**src/rtl/button_debouncer.sv**
```systemverilog
// button_debouncer: synchronizes and debounces a push-button, producing level, press/release/hold pulses and a press counter
module button_debouncer #(
  parameter int DEBOUNCE_CYCLES = 1_000_000,
  parameter int HOLD_CYCLES     = 100_000_000,
  parameter int CNT_W           = 27
) (
  input  logic       i_clk,
  input  logic       i_reset,
  input  logic       i_btn_raw,
  input  logic       i_count_clr,
  output logic       o_btn_level,
  output logic       o_press_pulse,
  output logic       o_release_pulse,
  output logic       o_btn_held,
  output logic       o_hold_pulse,
  output logic [7:0] o_press_count
);
  typedef enum logic [1:0] {UP, WAIT_DOWN, DOWN, WAIT_UP} state_t;
  localparam logic [CNT_W-1:0] DEB_MAX  = CNT_W'(DEBOUNCE_CYCLES - 1);
  localparam logic [CNT_W-1:0] HOLD_MAX = CNT_W'(HOLD_CYCLES - 1);
  state_t           r_state, w_state_nx;
  logic             r_sync1, r_sync2;
  logic [CNT_W-1:0] r_deb_cnt, w_deb_nx, r_hold_cnt, w_hold_nx;
  logic             w_level_nx, w_press_nx, w_rel_nx, w_held_nx, w_hold_p_nx;
  logic [7:0]       w_count_nx;
  always_comb begin
    w_state_nx  = r_state;
    w_deb_nx    = r_deb_cnt;
    w_hold_nx   = r_hold_cnt;
    w_level_nx  = o_btn_level;
    w_held_nx   = o_btn_held;
    w_press_nx  = 1'b0;
    w_rel_nx    = 1'b0;
    w_hold_p_nx = 1'b0;
    case (r_state)
      UP: if (r_sync2) begin
        w_state_nx = WAIT_DOWN;
        w_deb_nx   = '0;
      end
      WAIT_DOWN: if (!r_sync2) w_state_nx = UP;
      else if (r_deb_cnt == DEB_MAX) begin
        w_state_nx = DOWN;
        w_level_nx = 1'b1;
        w_press_nx = 1'b1;
        w_hold_nx  = '0;
      end else w_deb_nx = r_deb_cnt + 1'b1;
      DOWN: if (!r_sync2) begin
        w_state_nx = WAIT_UP;
        w_deb_nx   = '0;
      end else if (!o_btn_held) begin
        w_held_nx   = r_hold_cnt == HOLD_MAX;
        w_hold_p_nx = r_hold_cnt == HOLD_MAX;
        w_hold_nx   = r_hold_cnt == HOLD_MAX ? r_hold_cnt : r_hold_cnt + 1'b1;
      end
      WAIT_UP: if (r_sync2) w_state_nx = DOWN;
      else if (r_deb_cnt == DEB_MAX) begin
        w_state_nx = UP;
        w_level_nx = 1'b0;
        w_rel_nx   = 1'b1;
        w_held_nx  = 1'b0;
      end else w_deb_nx = r_deb_cnt + 1'b1;
      default: w_state_nx = UP;
    endcase
    w_count_nx = i_count_clr ? {7'd0, w_press_nx} : o_press_count + {7'd0, w_press_nx};
  end
  always_ff @(posedge i_clk or posedge i_reset) begin
    if (i_reset) begin
      r_state         <= UP;
      r_sync1         <= 1'b0;
      r_sync2         <= 1'b0;
      r_deb_cnt       <= '0;
      r_hold_cnt      <= '0;
      o_btn_level     <= 1'b0;
      o_press_pulse   <= 1'b0;
      o_release_pulse <= 1'b0;
      o_btn_held      <= 1'b0;
      o_hold_pulse    <= 1'b0;
      o_press_count   <= '0;
    end else begin
      r_state         <= w_state_nx;
      r_sync1         <= i_btn_raw;
      r_sync2         <= r_sync1;
      r_deb_cnt       <= w_deb_nx;
      r_hold_cnt      <= w_hold_nx;
      o_btn_level     <= w_level_nx;
      o_press_pulse   <= w_press_nx;
      o_release_pulse <= w_rel_nx;
      o_btn_held      <= w_held_nx;
      o_hold_pulse    <= w_hold_p_nx;
      o_press_count   <= w_count_nx;
    end
  end
endmodule

```
**config.mk**
```make
export PLATFORM = sky130hd
export DESIGN_NAME = button_debouncer
export DESIGN_NICKNAME = d
export VERILOG_FILES = /design/src/rtl/button_debouncer.sv
export SDC_FILE = /design/constraint.sdc
export NUM_CORES = 1
export LEC_CHECK = 0
export ABC_AREA = 1
export BUFFER_PORTS_ARGS = -buffer_cell sky130_fd_sc_hd__buf_2
export CAP_MARGIN = 10
export CORE_MARGIN = 5
export CORE_UTILIZATION = 50
export CTS_BUF_LIST = sky130_fd_sc_hd__clkbuf_2
export CTS_CLUSTER_SIZE = 12
export DETAILED_ROUTE_END_ITERATION = 12
export GPL_ROUTABILITY_DRIVEN = 0
export PLACE_DENSITY = 0.73
export SLEW_MARGIN = 0
export SYNTH_ARGS = -nofsm -noshare
export SYNTH_HDL_FRONTEND = slang
export SYNTH_SLANG_ARGS = --single-unit
```
**constraint.sdc**
```tcl
create_clock -name i_clk -period 2.9 [get_ports i_clk]
set_clock_uncertainty 0.1 [all_clocks]
set_input_delay 0.29 -clock i_clk [delete_from_list [all_inputs] [get_ports i_clk]]
set_output_delay 0.29 -clock i_clk [all_outputs]
set_load 0.05 [all_outputs]
```
==> results.sh, run 1 <==
export IMPL_first_pass_iters=4
export IMPL_drive_above_1_share_pct=10.3
export IMPL_ant_nets=0
export IMPL_synth_top_cell_area_share_pct=38.7
export IMPL_clock_path_buffers=2
export IMPL_synth_top_area_cell="dfrtp_1"
export IMPL_area_growth_pct=6.64
export IMPL_htreeDepth=3
export IMPL_clkLatencyLatePin_ns=0.53
export IMPL_crit_type="flop to flop"
export IMPL_async_flop_share_pct=100
export IMPL_first_iter_violations=173
export IMPL_grt_overflow=0
export IMPL_cts_tree="done"
export IMPL_total_power_w=0.00175
export IMPL_core_area_mm2=0.00911
export IMPL_vias_per_cell=5.08
export IMPL_path_max_fanout=7
export IMPL_synth_most_common_cell="nand2_1"
export IMPL_regArea_mm2=0.00178
export IMPL_drc=0
export IMPL_grt_pass1_vias=4005
export IMPL_crit_path_start_kind="flop"
export IMPL_fmax_ghz=0.379
export IMPL_path_delay_family="simple AND/OR/NAND/NOR gates"
export IMPL_place_hpwl_um=7480
export IMPL_netlist_instances=685
export IMPL_critPathCaptureType="flop"
export IMPL_cp_required_ns=3.23
export IMPL_synth_top_flop_cell="dfrtp_1"
export IMPL_yosysWarnings=0
export IMPL_grt_pass1_wl_um=18200
export IMPL_synth_area_per_cell_um2=6.71
export IMPL_cellLeakagePower_nw=2.33
export IMPL_cts_root_buf="clkbuf_2"
export IMPL_setup_tns_ns=0
export IMPL_cp_cell_sequence="ha_2, inv_2, nor2_8, nand3_2, nor2_4, nand3_1, inv_1, ha_1, ha_1, nand2_1, nor3_1, nand2_1, o21ai_0, a21oi_1"
export IMPL_synth_edf_count=0
export IMPL_multiInputGateArea_mm2=0.00247
export IMPL_cp_startpoint="r_deb_cnt[1]$_DFFE_PP0P_"
export IMPL_synthesis_nets=693
export IMPL_setup_violations=0
export IMPL_clock_sinks=71
export IMPL_slowest_stage="dfrtp_1"
export IMPL_gr_usage_all_layers_pct=19.6
export IMPL_tightest_slew_ns=0.474
export IMPL_period_needed_ns=2.64
export IMPL_slew_headroom_pct=68.4
export IMPL_core_rowCount=35
export IMPL_vias=4163
export IMPL_clkTransAtPathRegs_ns=0.23
export IMPL_fin_nets=712
export IMPL_wl_per_cell_um=12.3
export IMPL_synthDistinctLibCells=31
export IMPL_ir_worst_vdd_uv=231
export IMPL_whs_ns=0.178
export IMPL_post_cts_buffers=0
export IMPL_crit_arrival_ns=2.97
export IMPL_antenna_found_initial=0
export IMPL_die_y_um=106
export IMPL_final_max_slew_violation_count=0
export IMPL_synth_top_cells_by_area="dfrtp_1, nand2_1, nor2_1"
export IMPL_die_width_um=106
export IMPL_finalHoldViolCount=0
export IMPL_design_die_area_mm2=0.0112
export IMPL_period_share_pct=91.0
export IMPL_ys_seq_elements=71
export IMPL_yosysSeqAreaShare_pct=38.7
export IMPL_power_density_mw_per_mm2=358
export IMPL_synthTopCellsByCount="nand2_1, nor2_1, dfrtp_1"
export IMPL_routed_wl_um=10000
export IMPL_ioPinCount=17
export IMPL_status="finished clean"
export IMPL_max_stage_delay_ns=0.46
export IMPL_port_buffers=16
export IMPL_rsz0062_at_grt="no"
export IMPL_cap_violations=0
export IMPL_grt_max_degree=42
export IMPL_start_util_pct=50.5
export IMPL_fill_cells=894
export IMPL_numCtsBuffers=9
export IMPL_hold_class="input port to asynchronous set/reset pin"
export IMPL_synthesis_area_mm2=0.00460
export IMPL_antenna_cells=0
export IMPL_cp_num_buf_inv=2
export IMPL_timing_rr_start="r_deb_cnt[1]$_DFFE_PP0P_"
## cells in the final DEF, fill, tap and decap left out, drive strengths merged, types with 4 or more instances in the layout
master	Yosys	routed
inv	64	65
xor2	22	22
nor2	119	119
nand4	8	8
xnor2	5	5
nor3	8	8
clkinv	1	4
nand3	53	53
o21ai	30	30
dfrtp	71	71
clkbuf	3	9
nand2	272	272
buf	11	19
ha	4	4
a21oi	7	7
## layer usage
metal,part of all wire [%],global-route usage (%)
met1,44,24.1
met2,49,33.7
met3,3.6,4.23
met4,2.8,7.31
met5,0,0
## flip-flops by register name, indices dropped and copies added, names as in the netlist, named ones only
signal,flops
r_deb_cnt,27
r_state,1
r_hold_cnt,27
r_sync2,1
o_btn_held,1
o_release_pulse,1
o_hold_pulse,1
o_press_pulse,1
r_sync1,1
o_btn_level,1
o_press_count,8
## tightest hold or removal path, cell delays in order
cell and delay (ns):
dlygate4sd3_1 0.53, buf_2 0.12, inv_2 0.30
## worst paths after layout
check	end	slack [ns]	cells after the start
setup / recovery	o_press_count[6]$_DFF_PP0_	0.26	14
hold / removal	r_hold_cnt[6]$_DFFE_PP0P_	0.18	3
setup reg to reg	o_press_count[6]$_DFF_PP0_	0.26	14
hold reg to reg	r_sync2$_DFF_PP0_	0.28	0
max in group asynchronous	asynchronous set/reset pin	1.78	4
min in group i_clk	r_sync2$_DFF_PP0_	0.28	0
## through the flow
| step | std cells | instance area [um2] | setup slack, ns | utilization (%) |
|---|---|---|---|---|
| after global routing | 820 | 4900 | 0.00757 | 53.8 |
| final | 820 | 4900 | 0.260 | 53.8 |
| after global placement | 801 | 4730 | 0.365 | 51.9 |
| after detailed placement | 801 | 4730 | 0.292 | 51.9 |
| after floorplan | 685 | 4600 | 0.539 | - |
| after CTS | 820 | 4900 | 0.213 | 53.8 |
## layout make-up
| class | instances | area share, % |
|---|---|---|
| Inverter | 65 | 4.98 |
| Tap cell | 111 | 2.83 |
| Clock inverter | 7 | 1.94 |
| Sequential cell | 71 | 36.3 |
| Timing Repair Buffer | 22 | 2.71 |
| Clock buffer | 9 | 0.919 |
| Multi-Input combinational cell | 535 | 50.3 |
## logic make-up after synthesis
kind of cell / after synthesis / synth area share (%)
xor gates and xnor gates: 27 / 5.15
and+or+nand+nor: 467 / 43.1
AOI/OAI and AO/OA: 37 / 4.27
buffers and inverters: 79 / 7.70
adders and majority gates: 4 / 1.09
DFF: 71 / 38.7
## what timing repair did
action | CTS | global route
endpoints found under the hold margin | 26 | 0
setup endpoints to repair | 0 | 1
hold buffers | 3 | 0
resized for setup | 0 | 2
## power by group
group | total [W] | switching [W] | internal [W]
Clock | 0.000663 | 0.000376 | 0.000287
Combinational | 0.0000815 | 0.0000622 | 0.0000193
Sequential | 0.00101 | 0.0000111 | 0.000999
Total | 0.00175 | 0.000449 | 0.00130
Note: power is estimated with default switching activity, not from simulation.
==> inputs of run 2 (changes only) <==
--- a/config.mk
+++ b/config.mk
@@ -6,7 +6,7 @@
 export NUM_CORES = 1
 export LEC_CHECK = 0
 export ABC_AREA = 1
-export BUFFER_PORTS_ARGS = -buffer_cell sky130_fd_sc_hd__buf_2
+export BUFFER_PORTS_ARGS = -buffer_cell sky130_fd_sc_hd__buf_4
 export CAP_MARGIN = 10
 export CORE_MARGIN = 5
 export CORE_UTILIZATION = 50
==> run 2 against run 1 <==
- cell count rose by 0.12%
- design area rose by 1.4%
- power rose by 5.3%
- flip-flop and latch count did not move
- critical endpoint unchanged
- routed wire length rose by 1.1%
- core utilization rose by 0.77 points
- sequential power barely moved
- via count rose by 1.4%
- fmax rose by 0.19%
- critical path depth did not move
==> results.sh, run 2 (synthesis results as in run 1) <==
export IMPL_rsz0062_at_grt="no"
export IMPL_numCtsBuffers=9
export IMPL_dpl_cell_area_mm2=0.00477
export IMPL_crit_arrival_ns=2.98
export IMPL_core_area_mm2=0.00911
export IMPL_final_cell_mix="nand2_1, nor2_1, dfrtp_1"
export IMPL_cp_required_ns=3.24
export IMPL_cellLeakagePower_nw=2.35
export IMPL_crit_type="flop to flop"
export IMPL_wl_per_cell_um=12.4
export IMPL_antenna_found_initial=0
export IMPL_status="finished clean"
export IMPL_design_die_area_mm2=0.0112
export IMPL_timing_rr_start="r_deb_cnt[0]$_DFFE_PP0P_"
export IMPL_critPathCaptureType="flop"
export IMPL_cp_startpoint="r_deb_cnt[0]$_DFFE_PP0P_"
export IMPL_layout_commonest_cell="nand2_1"
export IMPL_fin_nets=713
export IMPL_crit_path_start_kind="flop"
export IMPL_routed_wl_um=10200
export IMPL_final_max_slew_violation_count=0
export IMPL_vias=4223
export IMPL_core_rowCount=35
export IMPL_cts_resized=0
export IMPL_fmax_ghz=0.379
export IMPL_finalHoldViolCount=0
export IMPL_ir_worst_vdd_uv=235
export IMPL_power_density_mw_per_mm2=372
export IMPL_grt_overflow=0
export IMPL_area_growth_pct=8.17
export IMPL_drc=0
export IMPL_clkLatencyLatePin_ns=0.54
export IMPL_hold_class="input port to asynchronous set/reset pin"
export IMPL_period_needed_ns=2.64
export IMPL_post_cts_buffers=0
export IMPL_clock_sinks=71
export IMPL_crit_top_cell="ha_1"
export IMPL_top_regs="r_deb_cnt: 27 flops, r_hold_cnt: 27 flops, o_press_count: 8 flops"
export IMPL_period_share_pct=90.9
export IMPL_vias_per_cell=5.14
export IMPL_setup_tns_ns=0
export IMPL_tightest_slew_ns=0.651
export IMPL_max_stage_delay_ns=0.47
export IMPL_path_max_fanout=7
export IMPL_grt_pass1_vias=4203
export IMPL_ant_nets=0
export IMPL_first_iter_violations=184
export IMPL_cts_root_buf="clkbuf_2"
export IMPL_setup_violations=0
export IMPL_drive_above_1_share_pct=10.1
export IMPL_clock_path_buffers=2
export IMPL_design_area_mm2=0.00497
export IMPL_place_hpwl_um=7520
export IMPL_gr_usage_all_layers_pct=19.9
export IMPL_slowest_stage="dfrtp_1"
export IMPL_die_y_um=106
export IMPL_ioPinCount=17
export IMPL_cp_cell_sequence="ha_1, inv_2, nor2_8, nand3_2, nor2_4, nand3_1, inv_1, ha_1, ha_1, nand2_1, nor3_1, nand2_1, o21ai_0, a21oi_1"
export IMPL_start_util_pct=50.5
export IMPL_first_pass_iters=4
export IMPL_cap_violations=0
export IMPL_slew_headroom_pct=56.6
export IMPL_htreeDepth=3
export IMPL_clkTransAtPathRegs_ns=0.23
export IMPL_grt_max_degree=29
export IMPL_antenna_cells=0
export IMPL_cts_tree="done"
export IMPL_die_width_um=106
export IMPL_grt_pass1_wl_um=18500
export IMPL_port_buffers=16
[run 2: what timing repair did]
action	in CTS	in global routing
hold endpoints to repair	34	0
setup endpoints to repair	0	0
hold buffers	3	0
[run 2: final timing paths]
check | end | cells after the start | slack [ns]
setup reg to reg | o_press_count[6]$_DFF_PP0_ | 14 | 0.26
max in group asynchronous | r_deb_cnt[20]$_DFFE_PP0P_ | 4 | 1.67
setup / recovery | o_press_count[6]$_DFF_PP0_ | 14 | 0.26
hold / removal | r_hold_cnt[6]$_DFFE_PP0P_ | 3 | 0.25
hold reg to reg | r_sync2$_DFF_PP0_ | 0 | 0.28
min in group i_clk | r_sync2$_DFF_PP0_ | 0 | 0.28
[run 2: cell type report]
class                           count  area, um2
Clock inverter                      7        121
Multi-Input combinational cell    535       2460
Timing Repair Buffer               23        180
Clock buffer                        9       45.0
Tap cell                          111        139
Fill cell                         866       4140
Sequential cell                    71       1780
Inverter                           65        244
[run 2: per-stage QoR]
stage	hold slack, ns	util [%]	total power, W	instances	setup slack, ns
finish	0.254	54.6	0.00185	821	0.265
detailed placement	0.239	52.4	0.00111	802	0.350
global route	0.243	54.6	0.00193	821	0.0341
floorplan	0.221	-	0.00109	685	0.539
global placement	0.235	52.4	0.00111	802	0.360
CTS	0.233	54.6	0.00187	821	0.297
[run 2: routing by layer]
metal	up-vias	routed length (um)	GRT usage, %
met4	0	327	9.16
li1	2162	-	-
met3	34	331	4.23
met5	-	0	0
met1	1947	4550	24.2
met2	80	4950	33.7
[run 2: worst max-delay path: cells and delay by family, from the launching register on]
kind / cells / cell delay (ns)
compound gates: 2 / 0.22
flops: 1 / 0.47
fa+ha+maj: 3 / 0.63
buf+inv: 2 / 0.20
simple gates: 7 / 0.93
[run 2: power breakdown]
group	total (W)	internal, W	switching (W)
logic	0.0000851	0.0000210	0.0000641
registers	0.00101	0.000998	0.0000103
clock network	0.000754	0.000374	0.000379
==> inputs of run 3 (changes only) <==
--- a/config.mk
+++ b/config.mk
@@ -8,7 +8,6 @@
 export ABC_AREA = 1
 export BUFFER_PORTS_ARGS = -buffer_cell sky130_fd_sc_hd__buf_4
 export CAP_MARGIN = 10
-export CORE_MARGIN = 5
 export CORE_UTILIZATION = 50
 export CTS_BUF_LIST = sky130_fd_sc_hd__clkbuf_2
 export CTS_CLUSTER_SIZE = 12
==> constraint.sdc (replaced) <==
create_clock -name i_clk -period 3.1 [get_ports i_clk]
set_clock_uncertainty 0.1 [all_clocks]
set_input_delay 0.31 -clock i_clk [delete_from_list [all_inputs] [get_ports i_clk]]
set_output_delay 0.31 -clock i_clk [all_outputs]
set_load 0.05 [all_outputs]
==> run 3 against run 2 <==
- cell count shrank 0.49%
- fmax grew 1.1%
- routed wire length is 3.7% lower
- design area shrank 0.48%
- critical path type unchanged
- highest routed layer unchanged
==> results.sh, run 3 (synthesis results as in run 1) <==
export IMPL_status="finished clean"
export IMPL_clock_sinks=71
export IMPL_layout_setup_ws_ns=0.495
export IMPL_rr_worst_depth=14
export IMPL_dpl_cell_area_mm2=0.00476
export IMPL_vias_per_cell=5.06
export IMPL_setup_violations=0
export IMPL_path_delay_family="simple AND/OR/NAND/NOR gates"
export IMPL_vias=4131
export IMPL_cts_resized=0
export IMPL_fill_cells=839
export IMPL_power_switching_w=0.000447
export IMPL_grt_max_degree=48
export IMPL_clockPowerShare_pct=39.4
export IMPL_grt_pass1_wl_um=17300
export IMPL_setup_tns_ns=0
export IMPL_crit_arrival_ns=2.98
export IMPL_gr_usage_all_layers_pct=22.2
export IMPL_antenna_cells=0
export IMPL_holdPathEnd="r_sync2$_DFF_PP0_"
export IMPL_finalHoldViolCount=0
export IMPL_grt_overflow=0
export IMPL_final_cell_mix="nand2_1, nor2_1, dfrtp_1"
export IMPL_core_area_mm2=0.00881
export IMPL_fmax_ghz=0.384
export IMPL_cellLeakagePower_nw=2.34
export IMPL_slew_headroom_pct=35.7
export IMPL_first_pass_iters=4
export IMPL_routed_wl_um=9780
export IMPL_r2r_end="o_press_count[6]$_DFF_PP0_"
export IMPL_ir_worst_vdd_uv=219
export IMPL_hp_start="r_sync1$_DFF_PP0_"
export IMPL_dp_slack_ns=0.464
export IMPL_cp_required_ns=3.47
export IMPL_cts_tree="done"
export IMPL_wl_per_cell_um=12.0
export IMPL_ant_nets=0
export IMPL_comb_power_share_pct=4.7
export IMPL_drive_above_1_share_pct=10.0
export IMPL_crit_type="flop to flop"
export IMPL_final_max_slew_violation_count=0
export IMPL_cp_num_buf_inv=2
export IMPL_period_needed_ns=2.61
export IMPL_die_width_um=97.9
export IMPL_top_regs="r_deb_cnt: 27 flops, r_hold_cnt: 27 flops, o_press_count: 8 flops"
export IMPL_crit_top_cell="ha_1"
export IMPL_cp_startpoint="r_deb_cnt[0]$_DFFE_PP0P_"
export IMPL_cap_violations=0
export IMPL_clock_path_buffers=2
export IMPL_design_die_area_mm2=0.00958
export IMPL_pwr_share_seq_pct=55.9
export IMPL_area_growth_pct=7.65
export IMPL_port_buffers=16
export IMPL_cts_root_buf="clkbuf_2"
export IMPL_place_hpwl_um=7230
export IMPL_layout_commonest_cell="nand2_1"
export IMPL_ioPinCount=17
export IMPL_p_sw_share_pct=26.5
export IMPL_first_iter_violations=233
export IMPL_period_share_pct=84.0
export IMPL_regArea_mm2=0.00178
export IMPL_rrSetupSlack_ns=0.49
export IMPL_numCtsBuffers=9
export IMPL_max_stage_delay_ns=0.48
export IMPL_rsz0062_at_grt="no"
export IMPL_slowest_stage="dfrtp_1"
export IMPL_crit_path_start_kind="flop"
export IMPL_critPathCaptureType="flop"
export IMPL_clkLatencyLatePin_ns=0.55
export IMPL_power_density_mw_per_mm2=341
export IMPL_tightest_slew_ns=0.963
export IMPL_hold_depth=0
export IMPL_timing_rr_start="r_deb_cnt[0]$_DFFE_PP0P_"
export IMPL_design_area_mm2=0.00495
export IMPL_start_util_pct=52.2
export IMPL_die_y_um=97.9
export IMPL_p_int_w=0.00124
export IMPL_clkTransAtPathRegs_ns=0.24
export IMPL_core_rowCount=34
export IMPL_path_depth=14
export IMPL_drc=0
export IMPL_path_max_fanout=7
export IMPL_fin_nets=712
export IMPL_hold_class="flop to flop"
export IMPL_cp_cell_sequence="ha_1, inv_2, nor2_8, nand3_2, nor2_4, nand3_1, inv_1, ha_1, ha_1, nand2_1, nor3_1, nand2_1, o21ai_0, a21oi_1"
export IMPL_htreeDepth=3
export IMPL_multiInputGateArea_mm2=0.00246
export IMPL_antenna_found_initial=0
export IMPL_fin_util_pct=56.2
export IMPL_grt_pass1_vias=3894
==> run 3: changes by cell type in the layout (fill, tap and decap cells not counted), sizes merged <==
cell | previous run | this run
inv | 64 | 68
clkinv | 5 | 2
bufinv | 3 | 2
buf | 20 | 19
==> run 3: area by class of cell <==
type,instances,share of cell area [%]
multi-input combinational,535,49.8
timing repair buffer,22,3.49
inverter,65,4.93
clock buffer,9,0.910
clock inverter,7,2.20
sequential,71,35.9
tap,108,2.73
==> run 3: metal layers <==
metal  global-route usage [%]  wire, um  up-vias
met3                     4.29       281       18
met4                     7.69       182        0
li1                         -         -     2161
met5                        0         0        -
met2                     37.8      4760       61
met1                     28.1      4560     1891
==> run 3: worst max path at each step <==
| stage | slack (ns) | endpoint |
|---|---|---|
| final | 0.49 | o_press_count[6]$_DFF_PP0_ |
| after global routing | 0.28 | o_press_count[6]$_DFF_PP0_ |
| after floorplan | 0.74 | o_press_count[6]$_DFF_PP0_ |
| after CTS | 0.48 | o_press_count[6]$_DFF_PP0_ |
| after detailed placement | 0.46 | o_press_count[6]$_DFF_PP0_ |
| after global placement | 0.59 | o_press_count[6]$_DFF_PP0_ |
==> run 3: timing repair <==
item,in CTS,in global routing
endpoints found under the hold margin,54,0
buffers inserted,0,0
hold buffers,3,0
==> run 3: through the flow <==
stage / std cells / hold WS [ns] / total power (W)
after floorplan: 685 / 0.231 / 0.00102
after global placement: 798 / 0.236 / 0.00103
after detailed placement: 798 / 0.243 / 0.00104
after CTS: 817 / 0.267 / 0.00171
after global routing: 817 / 0.274 / 0.00176
final: 817 / 0.285 / 0.00169
==> run 3: power by group through the flow <==
| stage | Clock, W | Combinational [W] | Sequential [W] |
|---|---|---|---|
| after CTS | 0.000685 | 0.0000807 | 0.000943 |
| after global routing | 0.000721 | 0.0000905 | 0.000944 |
| final | 0.000665 | 0.0000786 | 0.000943 |
| after global placement | 0 | 0.0000760 | 0.000957 |
| after detailed placement | 0 | 0.0000775 | 0.000958 |
| after floorplan | 0 | 0.0000669 | 0.000956 |
